File: src/rtl/mac_layer_sched.sv
// -----------------------------------------------------------------------------
// mac_layer_sched
//
// Purpose:
//   Computes a full dense layer of M neurons over one N-element input vector
//   by driving a single shared sequential MAC unit. The MAC unit has a
//   start/done handshake and computes sum_i(w_i*x_i)+b. This block latches the
//   input vector, all weights and all biases. It then issues one MAC job per
//   neuron and collects the results into the output vector y.
//
// Optional feature:
//   MAC_SCHED_RELU_EN  when defined, each neuron result is clamped at zero
//                      (ReLU) as it is stored. Timing and handshakes do not
//                      change.
//
// Ports:
//   clk, rst        clock (rising edge) and synchronous active-high reset
//   in_valid/ready  layer job handshake (x, w_all, b_all)
//   x               N signed elements, element i at [i*WIDTH +: WIDTH]
//   w_all           M*N signed weights, neuron j at [j*N*WIDTH +: N*WIDTH]
//   b_all           M signed biases, neuron j at [j*WIDTH +: WIDTH]
//   mac_start       one-cycle start pulse to the MAC
//   mac_x/w/b       operands of the current neuron to the MAC
//   mac_done        MAC done level (held until next start)
//   mac_sum         signed MAC result, 2*WIDTH+2 bits
//   out_valid/ready layer result handshake
//   y               M signed results, neuron j at [j*(2*WIDTH+2) +: 2*WIDTH+2]
//   busy            block is not idle
// -----------------------------------------------------------------------------
module mac_layer_sched #(
  parameter int N     = 4,
  parameter int WIDTH = 8,
  parameter int M     = 3
) (
  input  logic                       clk,
  input  logic                       rst,
  input  logic                       in_valid,
  output logic                       in_ready,
  input  logic [N*WIDTH-1:0]         x,
  input  logic [M*N*WIDTH-1:0]       w_all,
  input  logic [M*WIDTH-1:0]         b_all,
  output logic                       mac_start,
  output logic [N*WIDTH-1:0]         mac_x,
  output logic [N*WIDTH-1:0]         mac_w,
  output logic [WIDTH-1:0]           mac_b,
  input  logic                       mac_done,
  input  logic [2*WIDTH+1:0]         mac_sum,
  output logic                       out_valid,
  input  logic                       out_ready,
  output logic [M*(2*WIDTH+2)-1:0]   y,
  output logic                       busy
);

  localparam int SW = 2*WIDTH + 2;
  localparam int IW = (M > 1) ? $clog2(M) : 1;
  localparam logic [IW-1:0] LAST_IDX = IW'(M - 1);

  typedef enum logic [1:0] {
    S_IDLE  = 2'd0,
    S_START = 2'd1,
    S_WAIT  = 2'd2,
    S_OUT   = 2'd3
  } state_t;

  state_t                state_q, state_d;
  logic [IW-1:0]         idx_q, idx_d;
  logic                  in_ready_q, in_ready_d;
  logic                  mac_start_q, mac_start_d;
  logic                  out_valid_q, out_valid_d;
  logic                  busy_q, busy_d;
  logic [N*WIDTH-1:0]    x_q, x_d;
  logic [N*WIDTH-1:0]    w_q [M];
  logic [N*WIDTH-1:0]    w_d [M];
  logic [WIDTH-1:0]      b_q [M];
  logic [WIDTH-1:0]      b_d [M];
  logic [SW-1:0]         y_q [M];
  logic [SW-1:0]         y_d [M];

  // Unpacked views of the flat weight/bias input buses.
  logic [N*WIDTH-1:0]    w_in [M];
  logic [WIDTH-1:0]      b_in [M];
  logic [SW-1:0]         store_val;

  genvar gi;
  generate
    for (gi = 0; gi < M; gi++) begin : g_neuron
      assign w_in[gi]          = w_all[gi*N*WIDTH +: N*WIDTH];
      assign b_in[gi]          = b_all[gi*WIDTH +: WIDTH];
      assign y[gi*SW +: SW]    = y_q[gi];
    end
  endgenerate

`ifdef MAC_SCHED_RELU_EN
  // Negative results are clamped to zero at store time.
  assign store_val = mac_sum[SW-1] ? '0 : mac_sum;
`else
  assign store_val = mac_sum;
`endif

  // -------------------------------------------------------------------------
  // Next-state logic
  // -------------------------------------------------------------------------
  always_comb begin
    state_d     = state_q;
    idx_d       = idx_q;
    in_ready_d  = in_ready_q;
    mac_start_d = 1'b0;
    out_valid_d = out_valid_q;
    busy_d      = busy_q;
    x_d         = x_q;
    w_d         = w_q;
    b_d         = b_q;
    y_d         = y_q;

    case (state_q)
      S_IDLE: begin
        if (in_valid && in_ready_q) begin
          x_d         = x;
          w_d         = w_in;
          b_d         = b_in;
          idx_d       = '0;
          for (int i = 0; i < M; i++) begin
            y_d[i] = '0;
          end
          state_d     = S_START;
          mac_start_d = 1'b1;
          in_ready_d  = 1'b0;
          busy_d      = 1'b1;
        end
      end

      S_START: begin
        // mac_start is high for this one cycle only; the MAC clears its
        // done flag on start, so the first WAIT cycle always sees done low.
        state_d = S_WAIT;
      end

      S_WAIT: begin
        if (mac_done) begin
          y_d[idx_q] = store_val;
          if (idx_q == LAST_IDX) begin
            state_d     = S_OUT;
            out_valid_d = 1'b1;
          end else begin
            idx_d       = idx_q + IW'(1);
            state_d     = S_START;
            mac_start_d = 1'b1;
          end
        end
      end

      S_OUT: begin
        // Return to IDLE with in_ready raised. The next job can therefore
        // only be taken one cycle after the output handshake.
        if (out_ready) begin
          state_d     = S_IDLE;
          out_valid_d = 1'b0;
          in_ready_d  = 1'b1;
          busy_d      = 1'b0;
        end
      end

      default: begin
        state_d     = S_IDLE;
        out_valid_d = 1'b0;
        in_ready_d  = 1'b1;
        busy_d      = 1'b0;
      end
    endcase
  end

  // -------------------------------------------------------------------------
  // State and registered outputs
  // -------------------------------------------------------------------------
  always_ff @(posedge clk) begin
    if (rst) begin
      state_q     <= S_IDLE;
      idx_q       <= '0;
      in_ready_q  <= 1'b1;
      mac_start_q <= 1'b0;
      out_valid_q <= 1'b0;
      busy_q      <= 1'b0;
      x_q         <= '0;
      for (int i = 0; i < M; i++) begin
        w_q[i] <= '0;
        b_q[i] <= '0;
        y_q[i] <= '0;
      end
    end else begin
      state_q     <= state_d;
      idx_q       <= idx_d;
      in_ready_q  <= in_ready_d;
      mac_start_q <= mac_start_d;
      out_valid_q <= out_valid_d;
      busy_q      <= busy_d;
      x_q         <= x_d;
      w_q         <= w_d;
      b_q         <= b_d;
      y_q         <= y_d;
    end
  end

  assign in_ready  = in_ready_q;
  assign mac_start = mac_start_q;
  assign out_valid = out_valid_q;
  assign busy      = busy_q;
  assign mac_x     = x_q;
  assign mac_w     = w_q[idx_q];
  assign mac_b     = b_q[idx_q];

endmodule

File: config.mk
export PLATFORM = sky130hd
export DESIGN_NAME = mac_layer_sched
export DESIGN_NICKNAME = d
export VERILOG_FILES = /design/src/rtl/mac_layer_sched.sv
export SDC_FILE = /design/constraint.sdc
export NUM_CORES = 1
export LEC_CHECK = 0
export ABC_AREA = 1
export BUFFER_PORTS_ARGS = -buffer_cell sky130_fd_sc_hd__clkbuf_2
export CORE_MARGIN = 2
export CORE_UTILIZATION = 52
export CTS_BUF_LIST = sky130_fd_sc_hd__clkbuf_4
export DETAILED_ROUTE_END_ITERATION = 12
export PLACE_DENSITY = 0.83
export SLEW_MARGIN = 30
export SYNTH_ARGS = -nofsm -noshare
export SYNTH_HDL_FRONTEND = slang
export SYNTH_SLANG_ARGS = --single-unit
File: constraint.sdc
create_clock -name clk -period 2.6 [get_ports clk]
set_clock_uncertainty 0.05 [all_clocks]
set_input_delay 0.78 -clock clk [delete_from_list [all_inputs] [get_ports clk]]
set_output_delay 0.78 -clock clk [all_outputs]
set_load 0.02 [all_outputs]
==> qor.csv <==
metric;value;unit
P_sw;3.61;mW
P&R area growth vs syn;32.9;%
CTS root buf;clkbuf_4;
Max Fanout on Critical Path;21;
first-pass GRT wire length;40.5;mm
FMAX;0.387;GHz
fin crit share;99.4;%
Boundary Pins;305;
Mapped Nets;1362;
Sw Share;35.4;%
Final WS setup;0.0149;ns
Final Max Slew Viols;0;
Slew HR;60.8;%
core footprint;16000;sq um
shortest period the worst path allows;2.59;ns
nets;1658;
unrepaired setup endpoints after global routing;yes;
Leak;5.27;nW
Internal;6.59;mW
Worst-path clk slew;0.06;ns
Worst VDD drop;0.000546;V
Die W;132;um
Ys Warns;0;
CTS tree;built;
hold_buf cts;0;
vias in the first global route;8497;
Fillers;1346;
largest net degree at the start of global routing;109;
Synth cell types;25;
crit end category;primary output;
WHS;0.313;ns
Routed WL;26.5;mm
share of the synthesized area in the top cell type;50.0;%
layout cells sized above 1;30.1;%
MaxCap Viol Count;0;
top cells by area, synth;dfxtp_1 (50%), nor2_1 (15%), o21ai_0 (13%);
TritonCTS Buffers;54;
Mapped Area;8560;sq um
# setup viols final;0;
drt pass-1 iters;5;
CP Launch Type;flop;
Critical Path AT;1.76;ns
Design Power;10.2;mW
via/cell ratio;5.30;
PwrDens;897;nW/um^2
clock sink total;214;
Initial Util;53.5;%
status;complete, no violations;
hpwl dp;16.6;mm
worst-margin pin slew;0.588;ns
initial drt markers;652;
syn_area_per_cell;7.24;sq um
antenna violations before repair;1;
routability cong.;0.884;
crit path kind;reg -> out;
Finished Core Util;71.1;%
Yosys top cell by area;dfxtp_1;
clock tree buffer depth;3;
Port Buf Inserts;304;
Die H;132;um
worst hold path type;in -> reg;
FF+latch count, synth;214;
H-tree levels;2;
dpl ws;0.414;ns
gr ovfl total;0;
clock power share;28.5;%
detail-routed net length per standard cell;15.3;um
drt drc;0;
Reg power frac;38.9;%
Routed Antenna Nets;0;
register area share after synthesis;50.0;%
Worst-Skew Late Latency;0.65;ns
die area;17500;sq um
Final Hold Violating Endpoints;0;
total track usage;28.0;%
row count;46;
Via Count;9166;
CP Data Required Time;1.77;ns
Post-Syn Instances;1183;
Comb power frac;32.5;%
==> kinds of logic (layout without fill, tap and decap cells) <==
family          after synthesis  count (layout)  synth area share (%)
compound gates              293             293                  17.3
buf+inv                     123             453                  6.24
other cells                   0               1                     0
fa+ha+maj                     4               4                 0.584
flops                       214             214                  50.0
simple gates                549             549                  25.9
==> layer usage <==
layer	up-vias	share of wire, %	global-route usage [%]
met1	4224	40	33.2
li1	4486	-	-
met4	0	2.8	11.6
met3	63	8.5	7.96
met2	393	49	47.8
met5	-	0	0
==> area by class of cell <==
cell class,instances,area (sq um),area share (%)
Timing Repair Buffer,332,2150,18.9
Inverter,31,140,1.23
Tap cell,216,270,2.37
Sequential cell,214,4290,37.7
Antenna cell,1,2.50,0.0220
Multi-Input combinational cell,846,3820,33.6
Clock inverter,9,93.8,0.824
Clock buffer,81,608,5.34
==> synth_stat cells, drive strengths merged <==
| cell | n |
|---|---|
| a21boi | 1 |
| a21oi | 58 |
| a31oi | 1 |
| buf | 40 |
| clkbuf | 52 |
| dfxtp | 214 |
| ha | 4 |
| inv | 31 |
| nand2 | 134 |
| nand3 | 45 |
| nand4 | 18 |
| nor2 | 349 |
| nor3 | 2 |
| o21ai | 233 |
| or2 | 1 |
==> cell usage in the layout (no fill, tap or decap), types with 2 or more instances in the layout <==
cell type	netlist	layout
nor2_1	347	345
buf_12	0	11
a21oi_1	58	58
buf_16	0	3
nand2_4	4	5
clkbuf_2	0	264
ha_1	4	4
clkinv_1	0	4
nand4_1	18	18
clkinv_2	0	3
clkbuf_16	0	6
buf_4	5	44
inv_1	28	25
dfxtp_1	214	212
buf_6	2	3
inv_2	3	2
nor3_1	2	2
o21ai_0	219	145
dfxtp_4	0	2
o21ai_2	0	18
nand3_1	44	44
clkbuf_4	0	81
bufinv_16	0	2
o21ai_1	14	70
nor2_2	1	3
nand2_1	129	129
==> state kept, by name (all words and copies together) (netlist names) <==
register and flops:
idx_q 2, w_q 96, mac_start 1, in_ready 1
y 54, busy 1, out_valid 1, mac_x 32
b_q 24, state_q 2
==> path summary, 6_finish.rpt <==
check                               start   endpoint  slack (ns)  cells after the start
worst min register to register  out_valid  out_valid        0.40                      2
worst max register to register   idx_q[0]      y[39]        0.75                      7
worst min-delay path            w_all[74]    w_q[10]        0.31                      3
worst max-delay path             idx_q[0]   mac_w[9]        0.01                      4
==> critical path: stages (launching register included) <==
cell,delay (ns)
dfxtp_4,0.42
buf_12,0.20
o21ai_1,0.09
o21ai_1,0.20
buf_4,0.18
==> timing repair <==
item | CTS | global route
endpoints found under the hold margin | 0 | 0
gates cloned | 3 | 6
setup endpoints to repair | 40 | 40
gates resized for setup | 89 | 115
pin swaps | 3 | 20
buffers inserted | 1 | 0
==> stage by stage <==
step                setup TNS [ns]  area (sq um)  cells
floorplan                        0          8560   1183
global placement                 0         10200   1629
detailed placement               0         10200   1629
CTS                         -0.154         11100   1723
global route                 -1.03         11400   1730
finish                           0         11400   1730
==> power groups by stage <==
stage / Sequential [mW] / Clock, mW / Combinational, mW
detailed placement: 4.00 / 0 / 2.78
global placement: 3.99 / 0 / 2.73
finish: 3.97 / 2.91 / 3.32
floorplan: 4.09 / 0 / 1.77
global route: 4.02 / 3.15 / 3.61
CTS: 3.95 / 2.96 / 3.04
Note: power is estimated with default switching activity, not from simulation.
